<file path="config.mk">
export PLATFORM = sky130hd
export DESIGN_NAME = alu_issue_queue
export DESIGN_NICKNAME = d
export VERILOG_FILES = /design/src/rtl/alu_pkg.sv /design/src/rtl/sync_fifo.sv /design/src/rtl/alu_issue_queue.sv
export SDC_FILE = /design/constraint.sdc
export NUM_CORES = 1
export LEC_CHECK = 0
export ABC_AREA = 0
export CAP_MARGIN = 20
export CORE_AREA = 2 2 233 178
export DETAILED_ROUTE_END_ITERATION = 6
export DIE_AREA = 0 0 235 180
export PLACE_DENSITY = 0.85
export SYNTH_ARGS = -nofsm -noshare
export SYNTH_HDL_FRONTEND = slang
export SYNTH_SLANG_ARGS = --single-unit
export TNS_END_PERCENT = 20
</file>
<file path="constraint.sdc">
create_clock -name clk -period 17.7 [get_ports clk]
set_input_delay 3.54 -clock clk [delete_from_list [all_inputs] [get_ports clk]]
set_output_delay 3.54 -clock clk [all_outputs]
set_load 0.03 [all_outputs]
</file>
<file path="src/rtl/alu_pkg.sv">
// rtl/alu_pkg.sv - shared opcodes, widths and issue FSM states for the ALU issue stage
package alu_pkg;

    localparam int OP_W   = 2;
    localparam int DATA_W = 32;

    localparam logic [OP_W-1:0] OP_ADD = 2'b00;
    localparam logic [OP_W-1:0] OP_SUB = 2'b01;
    localparam logic [OP_W-1:0] OP_MUL = 2'b10;

    // IDLE: queue empty; ISSUE: may pop when gap is zero; HOLD: waiting out the throttle gap
    typedef enum logic [1:0] {
        ST_IDLE  = 2'd0,
        ST_ISSUE = 2'd1,
        ST_HOLD  = 2'd2
    } issue_state_e;

endpackage

</file>
<file path="src/rtl/sync_fifo.sv">
// rtl/sync_fifo.sv - single-clock FIFO, head-visible read data, no full-write bypass
module sync_fifo #(
    parameter int DEPTH = 8,
    parameter int WIDTH = 66
) (
    input  logic                     clk,
    input  logic                     rst_n,
    input  logic                     push_i,
    input  logic                     pop_i,
    input  logic [WIDTH-1:0]         wdata_i,
    output logic [WIDTH-1:0]         rdata_o,
    output logic                     full_o,
    output logic                     empty_o,
    output logic [$clog2(DEPTH):0]   count_o
);

    localparam int AW = $clog2(DEPTH);

    logic [WIDTH-1:0] mem_q [DEPTH];
    logic [AW-1:0]    wr_ptr_q;
    logic [AW-1:0]    rd_ptr_q;
    logic [AW:0]      count_q;
    logic             do_push;
    logic             do_pop;

    // A full FIFO refuses the write even when the head is popped in the same cycle.
    assign full_o  = (count_q == (AW+1)'(DEPTH));
    assign empty_o = (count_q == '0);
    assign do_push = push_i && !full_o;
    assign do_pop  = pop_i && !empty_o;
    assign rdata_o = mem_q[rd_ptr_q];
    assign count_o = count_q;

    // Storage array; contents are don't-care after reset because the pointers are cleared.
    always_ff @(posedge clk) begin
        if (do_push) begin
            mem_q[wr_ptr_q] <= wdata_i;
        end
    end

    // Pointers wrap naturally at the power-of-two depth; count tracks net push/pop.
    always_ff @(posedge clk or negedge rst_n) begin
        if (!rst_n) begin
            wr_ptr_q <= '0;
            rd_ptr_q <= '0;
            count_q  <= '0;
        end else begin
            if (do_push) begin
                wr_ptr_q <= wr_ptr_q + AW'(1);
            end
            if (do_pop) begin
                rd_ptr_q <= rd_ptr_q + AW'(1);
            end
            case ({do_push, do_pop})
                2'b10:   count_q <= count_q + (AW+1)'(1);
                2'b01:   count_q <= count_q - (AW+1)'(1);
                default: count_q <= count_q;
            endcase
        end
    end

endmodule

</file>
<file path="src/rtl/alu_issue_queue.sv">
// rtl/alu_issue_queue.sv - throttled issue stage feeding the ALU, with DVFS activity counters
module alu_issue_queue #(
    parameter int DEPTH  = 8,
    parameter int DATA_W = alu_pkg::DATA_W,
    parameter int OP_W   = alu_pkg::OP_W,
    parameter int CNT_W  = 16,
    parameter int GAP_W  = 4
) (
    input  logic                     clk,
    input  logic                     rst_n,
    input  logic                     in_valid,
    output logic                     in_ready,
    input  logic [OP_W-1:0]          in_op,
    input  logic [DATA_W-1:0]        in_a,
    input  logic [DATA_W-1:0]        in_b,
    input  logic [GAP_W-1:0]         throttle,
    input  logic                     cnt_clr,
    output logic                     alu_en,
    output logic [OP_W-1:0]          alu_op,
    output logic [DATA_W-1:0]        alu_a,
    output logic [DATA_W-1:0]        alu_b,
    output logic [$clog2(DEPTH):0]   occupancy,
    output logic [CNT_W-1:0]         issue_cnt,
    output logic [CNT_W-1:0]         busy_cnt
);

    import alu_pkg::*;

    localparam int CW = $clog2(DEPTH) + 1;
    localparam int EW = OP_W + 2 * DATA_W;
    localparam logic [CNT_W-1:0] CNT_MAX = '1;

    issue_state_e      state_q, state_d;
    logic [GAP_W-1:0]  gap_q, gap_d;
    logic              alu_en_q;
    logic [OP_W-1:0]   alu_op_q;
    logic [DATA_W-1:0] alu_a_q;
    logic [DATA_W-1:0] alu_b_q;
    logic [CNT_W-1:0]  issue_cnt_q;
    logic [CNT_W-1:0]  busy_cnt_q;

    logic              fifo_full;
    logic              fifo_empty;
    logic [CW-1:0]     fifo_count;
    logic [EW-1:0]     head;
    logic              push;
    logic              issue;
    logic [CW-1:0]     count_nxt;

    assign in_ready  = !fifo_full;
    assign push      = in_valid && in_ready;
    assign issue     = (state_q == ST_ISSUE) && !fifo_empty && (gap_q == '0);
    assign count_nxt = fifo_count + CW'(push) - CW'(issue);

    sync_fifo #(
        .DEPTH (DEPTH),
        .WIDTH (EW)
    ) u_fifo (
        .clk     (clk),
        .rst_n   (rst_n),
        .push_i  (push),
        .pop_i   (issue),
        .wdata_i ({in_op, in_a, in_b}),
        .rdata_o (head),
        .full_o  (fifo_full),
        .empty_o (fifo_empty),
        .count_o (fifo_count)
    );

    // Next state: HOLD hands back to ISSUE on the edge where the gap hits zero so spacing is throttle+1.
    always_comb begin
        state_d = state_q;
        case (state_q)
            ST_IDLE: begin
                if (push) begin
                    state_d = ST_ISSUE;
                end
            end
            ST_ISSUE: begin
                if (issue && (throttle != '0)) begin
                    state_d = ST_HOLD;
                end else if (count_nxt == '0) begin
                    state_d = ST_IDLE;
                end
            end
            ST_HOLD: begin
                if (gap_q <= GAP_W'(1)) begin
                    state_d = (count_nxt != '0) ? ST_ISSUE : ST_IDLE;
                end
            end
            default: state_d = ST_IDLE;
        endcase
    end

    // Gap counter: reload from throttle at each issue, otherwise count down to zero.
    always_comb begin
        gap_d = gap_q;
        if (issue) begin
            gap_d = throttle;
        end else if (gap_q != '0) begin
            gap_d = gap_q - GAP_W'(1);
        end
    end

    // State and gap registers.
    always_ff @(posedge clk or negedge rst_n) begin
        if (!rst_n) begin
            state_q <= ST_IDLE;
            gap_q   <= '0;
        end else begin
            state_q <= state_d;
            gap_q   <= gap_d;
        end
    end

    // ALU drive registers: one-cycle enable strobe, operands hold their last issued value.
    always_ff @(posedge clk or negedge rst_n) begin
        if (!rst_n) begin
            alu_en_q <= 1'b0;
            alu_op_q <= '0;
            alu_a_q  <= '0;
            alu_b_q  <= '0;
        end else begin
            alu_en_q <= issue;
            if (issue) begin
                {alu_op_q, alu_a_q, alu_b_q} <= head;
            end
        end
    end

    // Workload monitor counters: saturating, with clear taking priority over increment.
    always_ff @(posedge clk or negedge rst_n) begin
        if (!rst_n) begin
            issue_cnt_q <= '0;
            busy_cnt_q  <= '0;
        end else if (cnt_clr) begin
            issue_cnt_q <= '0;
            busy_cnt_q  <= '0;
        end else begin
            if (issue && (issue_cnt_q != CNT_MAX)) begin
                issue_cnt_q <= issue_cnt_q + CNT_W'(1);
            end
            if ((fifo_count != '0) && (busy_cnt_q != CNT_MAX)) begin
                busy_cnt_q <= busy_cnt_q + CNT_W'(1);
            end
        end
    end

    assign alu_en    = alu_en_q;
    assign alu_op    = alu_op_q;
    assign alu_a     = alu_a_q;
    assign alu_b     = alu_b_q;
    assign occupancy = fifo_count;
    assign issue_cnt = issue_cnt_q;
    assign busy_cnt  = busy_cnt_q;

endmodule

</file>
# Word level (Yosys, flattened, before mapping)
# Memory sizes are Yosys's and may differ from the RTL's. A register that Yosys moved wholly into a read port is not among the register bits.
# Index checks and enable logic that the tools add are counted.
# word_totals
output_inout_bits	104
ff_bits	49
mem_count	1
input_bits	74
mem_bits_ro	0
wordCells	68
latchBits	0
ramBits	528
# memory_table
name	depth	width	rd	rd_ports_with_merged_regs	write_ports	line_no	rtl
u_fifo.mem_q	8	66	1	1	1	sync_fifo.sv:19	logic [WIDTH-1:0] mem_q [DEPTH];
# op_classes
addsub	9
n_div	0
n_reduce_logical	24
n_shift	0
n_mux	15
n_mul	0
n_lt_le_gt_ge	1
bitwise	0
n_eq_ne	10
# ops
cell	count
$mux W16	4
$add A16 B1 Y16 const B	2
$ne A16 B16 Y1 const B	2
$reduce_bool A4 Y1	4
$logic_not A4 Y1	3
$logic_and A1 B1 Y1	8
$mux W2	4
$mux W4	2
$pmux W4 S2	1
$reduce_bool A2 Y1	4
$sub A4 B1 Y4 const B	2
$add A3 B1 Y3 const B	2
$pmux W2 S3	1
$add A4 B1 Y4	1
$add A4 B1 Y4 const B	1
$eq A2 B1 Y1 const B	2
$eq A2 B2 Y1 const B	2
$eq A4 B4 Y1 const B	1
$le A4 B1 Y1 const B	1
$ne A2 B2 Y1 const B	2
$sub A4 B1 Y4	1
$logic_not A1 Y1	3
$mux W1	3
$ne A3 B1 Y1 const B	1
2 further kinds	2

# Depth between registers and ports, before layout
# Gate-level depths: netlist of the first run.
# logic_depth
depth_word	9
mapped_depth	17
ltp_nobuf	14

# Cells and area by module
# A second synthesis of the first run with hierarchy kept.
# unflattened
hier_cells	1351
hier_area_um2	25222.9
# by_module_without_submodules
mod	seq_area_each_um2	cells_per_inst	area_each_um2	n_inst
sync_fifo	16105.4	830	20433.3	1
alu_issue_queue	2627.5	521	4789.6	1

# Worst setup path after synthesis of the first run
# OpenSTA, ideal clock, no wires.
# synth_timing
path_kind	in2reg
startpoint	input in_valid
endpoint	memory u_fifo.mem_q[0][0], enable pin
path_buffers	0
arrival_time_ps	9977
setup_time_ps	653
path_stages	2
slack_ps	7070
path_cell_list	nand2_1 > nor4_1
# synth_via
elab_chain_len	4
# synth_lines
element	line_no	rtl
start, declared	alu_issue_queue.sv:11	input logic in_valid,
$logic_and A1 B1 Y1	alu_issue_queue.sv:51	assign push = in_valid && in_ready;
$logic_and A1 B1 Y1	sync_fifo.sv:29	assign do_push = push_i && !full_o;
$mux W1	sync_fifo.sv:36	if (do_push) begin
$mux W1 (not written as such)	sync_fifo.sv:37	mem_q[wr_ptr_q] <= wdata_i;
end, declared	sync_fifo.sv:19	
# Every way passes these cells.

# Worst setup path after layout of the first run
# layout_timing
startpoint	input in_valid
endpoint	memory u_fifo.mem_q[3][60], enable pin
# The elaborated chain is that of the path after synthesis.

==> results of run 1 <==
-- power groups by stage --
| stage | sequential [W] | combinational (W) | clock [W] |
|---|---|---|---|
| final | 0.00212 | 0.00134 | 0.00120 |
| after detailed placement | 0.00214 | 0.00133 | 0 |
| after global placement | 0.00212 | 0.00130 | 0 |
| after CTS | 0.00212 | 0.00135 | 0.00122 |
| after global routing | 0.00215 | 0.00144 | 0.00127 |
| after floorplan | 0.00223 | 0.000781 | 0 |
-- worst paths after layout --
check,slack (ns),cells past startpoint,to
max reg2reg,13.85,14,state_q[0]
max,11.62,6,u_fifo.mem_q[3][60]
min in group asynchronous,2.98,1,alu_a[3]
min reg2reg,0.47,2,alu_op[0]
min,0.47,2,alu_op[0]
max in group asynchronous,13.50,2,u_fifo.rd_ptr_q[1]
-- area by class of cell --
class / count / area [um2] / area share (%)
Clock buffer: 74 / 1490 / 5.105
Timing Repair Buffer: 199 / 1978 / 6.777
Sequential cell: 643 / 18740 / 64.22
Tap cell: 528 / 660.6 / 2.263
Inverter: 18 / 67.56 / 0.2315
Multi-Input combinational cell: 556 / 5921 / 20.28
Antenna cell: 4 / 10.01 / 0.03429
Clock inverter: 33 / 317.8 / 1.089
-- routing by layer --
metal  up-vias  part of all wire, %  global-route usage (%)
met3        94                  7.1                   4.131
met2       561                   50                   41.08
met5         -                0.027                       0
li1       5467                    -                       -
met1      6541                   40                   36.08
met4         2                  2.5                   7.696
-- cells by family (layout without fill, tap and decap cells) --
logic type / count (synthesis) / in the layout / share of synthesized area, %
fa+ha+maj: 18 / 18 / 0.9624
flops: 643 / 643 / 75.04
xor+xnor: 37 / 37 / 1.298
mux: 204 / 204 / 14.81
compound gates: 109 / 109 / 2.687
other cells: 0 / 4 / 0
buf+inv: 81 / 324 / 1.464
simple gates: 188 / 188 / 3.739
-- metrics by stage --
step	hold slack (ns)	setup WS [ns]	util, %	power [W]	std cells
CTS	0.4839	11.59	72.66	0.004692	2050
finish	0.4748	11.62	72.76	0.004657	2055
detailed placement	0.4691	11.00	68.16	0.003473	1943
global placement	0.4598	11.04	68.09	0.003416	1942
global route	0.5056	11.47	72.75	0.004860	2054
floorplan	0.4625	7.070	-	0.003015	1280
-- flip-flops by register name (all words and copies together), names as in the netlist --
register / count
alu_a: 32
u_fifo.rd_ptr_q: 3
alu_op: 2
issue_cnt: 16
busy_cnt: 16
alu_en: 1
alu_b: 32
gap_q: 4
u_fifo.count_o: 4
state_q: 2
u_fifo.wr_ptr_q: 3
u_fifo.mem_q: 528
-- worst register-to-register path, stage by stage, from the launching register on --
cell	delay (ns)
dfrtp_1	0.41
inv_1	0.14
ha_1	0.22
nor3b_4	0.46
nand3_4	0.70
inv_1	0.36
ha_1	0.28
inv_1	0.06
ha_1	0.16
inv_1	0.06
fa_1	0.39
xor2_1	0.16
nand3b_1	0.09
o22ai_1	0.16
o31ai_1	0.09
-- cell usage in the layout, fill, tap and decap left out, types with 3 or more instances in the layout --
cell	synthesis	routed
edfxtp_1	528	528
clkdlybuf4s50_1	0	176
mux4_2	132	132
dfrtp_1	115	112
nand2_1	85	85
o21ai_0	71	71
mux2i_1	70	70
clkbuf_16	0	57
nor2_1	43	40
xnor2_1	32	32
buf_4	1	20
inv_1	18	18
clkbuf_1	28	17
ha_1	16	16
nand3_1	13	13
clkinv_2	0	13
a21oi_1	10	10
clkinv_1	0	10
nand2b_1	7	7
nand4_1	7	7
a211oi_1	6	6
a2111oi_2	5	5
xor2_1	5	5
diode_2	0	4
nor3_2	0	4
bufinv_16	0	4
and4_1	3	3
nor3_1	7	3
nor4_2	2	3
a211oi_2	3	3
o31ai_1	3	3
nor2_4	0	3
clkinv_8	0	3
dfrtp_4	0	3
==> metrics.txt, run 1 <==
crit start category input pin; initial antenna violation count 4; Die Area around 0.042 mm2; worst clock skew approximately 0.036 ns; Worst Path Arrival 6.29 ns; DR iter-0 viols 1254; CTS Buf Count 57; yosys warns 0; post-synthesis sequential area ratio 75.04%; Seq pwr share between 40 and 50%; CP peak stage delay 0.70 ns; largest net degree at the start of global routing 81; # IOs 178; most frequent cell on the critical path nand2_1; # rows 64; CTS Root Cell clkbuf_16; Clk pin slew, worst setup/hold paths 0.06 ns; Mapped Cells around 1.3k; WL final 52580 um; sequence of cells on the critical path clkdlybuf4s50_1 > nand2_1 > inv_1 > nand2_1 > nor2_4 > buf_4; Max Cap Viol 0; Clk pwr share 25.7%; HPWL after DPL roughly 29000 um; top cell type by total area after synthesis edfxtp_1; filler cell count in the final layout 2249; Post-CTS Hold Buffers 0; DR pass1 iterations 5; Vias/cell between 6 and 7; Max VDD drop 0.1110 mV; Placer Congestion 0.8100; synth unique cells 52; critical path type in -> reg; Finish-stage setup viols 0; later-pin clock latency in the skew report ~0.6 ns; share of layout cells above drive strength 1 17.66%; final-stage net count 1567; Port Buf Inserts 177; Worst Path Required 17.91 ns; Cell Area, Synth 0.02496 mm2; number of enable flip-flop cells after synthesis 528; Final Hold Viols 0; Setup Buffers After CTS 0; Routed wire per std cell ~26 um; Critical Path Start in_valid; Synth top area share a little under two thirds; Final Max Slew Viols 0; pwr dens about 160 mW/mm2; outcome completed; Least-Margin Pin Slew 1.049 ns; synth cell count leaders 528 x edfxtp_1, 132 x mux4_2, 115 x dfrtp_1; first-pass GRT wire length 80870 um; die height about 180 um; Logic pwr share 28.8%; post_cts resized 0; Core Region 0.04012 mm2; Synth area leaders edfxtp_1 64%, mux4_2 12%, dfrtp_1 12%, mux2i_1 2.8%, o21ai_0 1.4%; Tot GR Track Use 25.29%; final worst-path cycle share 34.35%; DIE WIDTH 235 um; count leader, synth edfxtp_1; #FFs+latches synth about 640; Worst path slowest cell buf_4; number of global-route vias before repair 13.16k; hold crit path type reg -> reg; maximum clock path buffer count 3; Starting Density 62.22%; unrepaired setup endpoints after global routing false; hold_sp alu_op[0]; worst r2r src gap_q[0]; Crit. End Element flop; NetSw 0.001460 W; Vias 12.67k; H-tree Lvls 2; crit-path leading delay family buffers and inverters; CP Max Fanout 47; Pleak 9.824 nW; Fmax 0.1645 GHz; post-placement cell area 0.02734 mm2; DRC violations left 0; GRT overflow 0; clock period minus worst slack approximately 6.1 ns; Post-synth ARST share ~18%; CTS sink cnt 643; Sw Ratio 31.35%; area growth from synthesis to layout 16.93%; Slew HR 30.08%; Synth Area per Inst 19.50 um2; internal power 0.003197 W; CTS tree built; main flop type after synthesis edfxtp_1; Antenna Nets Post-Route 0; syn_nets 1372; Setup TNS 0 ns; Bufs and invs on worst path 3; Final Cell Area 0.02919 mm2
No activity file was read; power rests on OpenSTA's default activity.
==> run 2: changes to the inputs <==
Settings changed: CORE_AREA 2 2 233 178 to 2 2 243 185, DIE_AREA 0 0 235 180 to 0 0 245 187, PLACE_DENSITY 0.85 to 0.79.
Clock period 17.7 ns to 6.1 ns, I/O delays scaled along.
==> metrics.txt, run 2 (synthesis results as in run 1) <==
reg2reg path depth 14 (unchanged); Slew HR 28.88% (-1.2 points); Vias 12.34k (-2.6%); WL final 49160 um (-6.5%); worst hold path depth 2 (unchanged); final-stage net count 1567 (unchanged); Setup Buffers After CTS 0 (unchanged); sequence of cells on the critical path inv_1 > ha_1 > nor3b_4 > nand3_4 > inv_1 > ha_1 > inv_1 > ha_1 > inv_1 > fa_1 > xor2_1 > nand3b_1 > o22ai_1 > o31ai_1; clock period minus worst slack about 3.8 ns; Vias/cell 5.841 (-5.2%); post_cts resized 0 (unchanged); final worst-path cycle share 62.19%; # rows 67 (+4.7%); number of global-route vias before repair 12.69k (-3.6%); CP Max Fanout 61 (+30%); H-tree Lvls 2 (unchanged); outcome completed; register cell area after layout 0.01874 mm2 (unchanged); Sw Ratio 30.66% (-0.69 points); Die Area 0.04582 mm2 (+8.3%); filler cell count in the final layout 2759 (+23%); Pleak 9.871 nW (+0.48%); later-pin clock latency in the skew report 0.61 ns (about the same); hold crit path type reg -> reg; GRT overflow 0 (unchanged); Seq pwr share 44.9% (-0.6 points); CTS tree built; Clk pwr share 26.7% (+1.0 points); initial antenna violation count 6 (+2); max reg flops 528 (unchanged); Top Metal Used met5; unrepaired setup endpoints after global routing false; Clk pin slew, worst setup/hold paths 0.06 ns (about the same); Max Cap Viol 0 (unchanged); Power Total 0.01362 W (+190%); Placer Congestion 0.7879 (-2.7%); commonest non-fill, non-tap cells in the layout 528 x edfxtp_1, 176 x clkdlybuf4s50_1, 132 x mux4_2; Least-Margin Pin Slew 1.067 ns (+0.01809 ns); DIE WIDTH 245 um (+4.3%); Multi-input gate area 0.005929 mm2 (+0.15%); Crit. End Element flop; NetSw 0.004175 W (+190%); first-pass GRT wire length 76020 um (-6.0%); Routed wire per std cell 23.28 um (-9.0%); DR pass1 iterations 5 (unchanged); CTS Root Cell clkbuf_16; Core Region 0.04384 mm2 (+9.3%); CP peak stage delay 0.64 ns (-0.06 ns); Fmax 0.2636 GHz; largest net degree at the start of global routing 87 (+7.4%); Tot GR Track Use 21.90% (-3.4 points); Final Hold Viols 0 (unchanged); Final Max Slew Viols 0 (unchanged); die height 187 um (+3.9%); worst clock skew 0.03438 ns (-0.001915 ns); Antenna Nets Post-Route 0 (unchanged); met2 wire length 24190 um (-8.7%); most frequent cell on the critical path inv_1; crit start category flop; met3 wire len 2958 um (-21%); DRC violations left 0 (unchanged); Worst Path Required 6.55 ns (-11.36 ns); Biggest register u_fifo.mem_q; CTS Buf Count 57 (unchanged); Logic pwr share 28.4% (-0.4 points); Starting Density 56.94% (-5.3 points); most common cell after layout, fill and taps aside edfxtp_1; Post-CTS Hold Buffers 0 (unchanged); Port Buf Inserts 177 (unchanged); CTS sink cnt 643 (unchanged); Final Util 67.10% (-5.7 points); internal power 0.009442 W (+200%); Worst path slowest cell nand3_4; pwr dens 462.9 mW/mm2 (+190%); HPWL after DPL 27470 um (-5.1%); area growth from synthesis to layout 17.84%; Max VDD drop 0.3429 mV (+210%); critical path type reg -> reg; share of layout cells above drive strength 1 18.12% (+0.46 points); Finish-stage setup viols 0 (unchanged); DR iter-0 viols 1044 (-17%); # IOs 178 (unchanged); Worst Path Arrival 4.25 ns (-2.04 ns); maximum clock path buffer count 3 (unchanged); WL met1 21300 um (+1.5%)
-- run 2: metrics by stage --
stage | cells | setup slack [ns] | cell area, um2 | hold slack (ns) | setup TNS [ns]
floorplan | 1280 | -0.5966 | 24970 | 0.4625 | -123.83
global placement | 1999 | 2.173 | 27430 | 0.4634 | 0
detailed placement | 1999 | 2.121 | 27430 | 0.4713 | 0
CTS | 2106 | 2.305 | 29340 | 0.4848 | 0
global route | 2109 | 1.959 | 29410 | 0.5132 | 0
finish | 2112 | 2.307 | 29420 | 0.4783 | 0
-- run 2: layout make-up --
type / instances / share of cell area (%)
Sequential cell: 643 / 63.72
Clock inverter: 32 / 1.331
Multi-Input combinational cell: 556 / 20.16
Clock buffer: 75 / 5.181
Inverter: 18 / 0.2297
Tap cell: 586 / 2.492
Antenna cell: 3 / 0.02552
Timing Repair Buffer: 199 / 6.865
-- run 2: worst paths after layout --
check,start,end,slack (ns)
setup reg to reg,gap_q[0],state_q[0],2.31
max in group asynchronous,rst_n,u_fifo.rd_ptr_q[0],4.12
setup / recovery,gap_q[0],state_q[0],2.31
hold / removal,alu_a[28],alu_a[28],0.48
min in group asynchronous,rst_n,busy_cnt[14],0.59
hold reg to reg,alu_a[28],alu_a[28],0.48
-- run 2: worst max-delay path, delay by kind of cell (launching register included) --
| family | cells | cell delay [ns] |
|---|---|---|
| AOI/OAI and AO/OA | 2 | 0.24 |
| xor gates and xnor gates | 1 | 0.16 |
| adders and majority gates | 4 | 1.08 |
| buffers and inverters | 4 | 0.59 |
| DFF | 1 | 0.42 |
| and+or+nand+nor | 3 | 1.17 |
-- run 2: metal layers --
metal	up-vias	track usage (%)
li1	5468	-
met1	6435	31.77
met2	363	35.48
met3	64	4.161
met4	6	4.315
met5	-	0
-- run 2: power groups by stage --
| stage | Sequential [W] | Combinational, W | Clock, W |
|---|---|---|---|
| floorplan | 0.00648 | 0.00227 | 0 |
| global placement | 0.00616 | 0.00382 | 0 |
| detailed placement | 0.00621 | 0.00388 | 0 |
| CTS | 0.00613 | 0.00391 | 0.00371 |
| global route | 0.00620 | 0.00416 | 0.00388 |
| finish | 0.00611 | 0.00387 | 0.00364 |
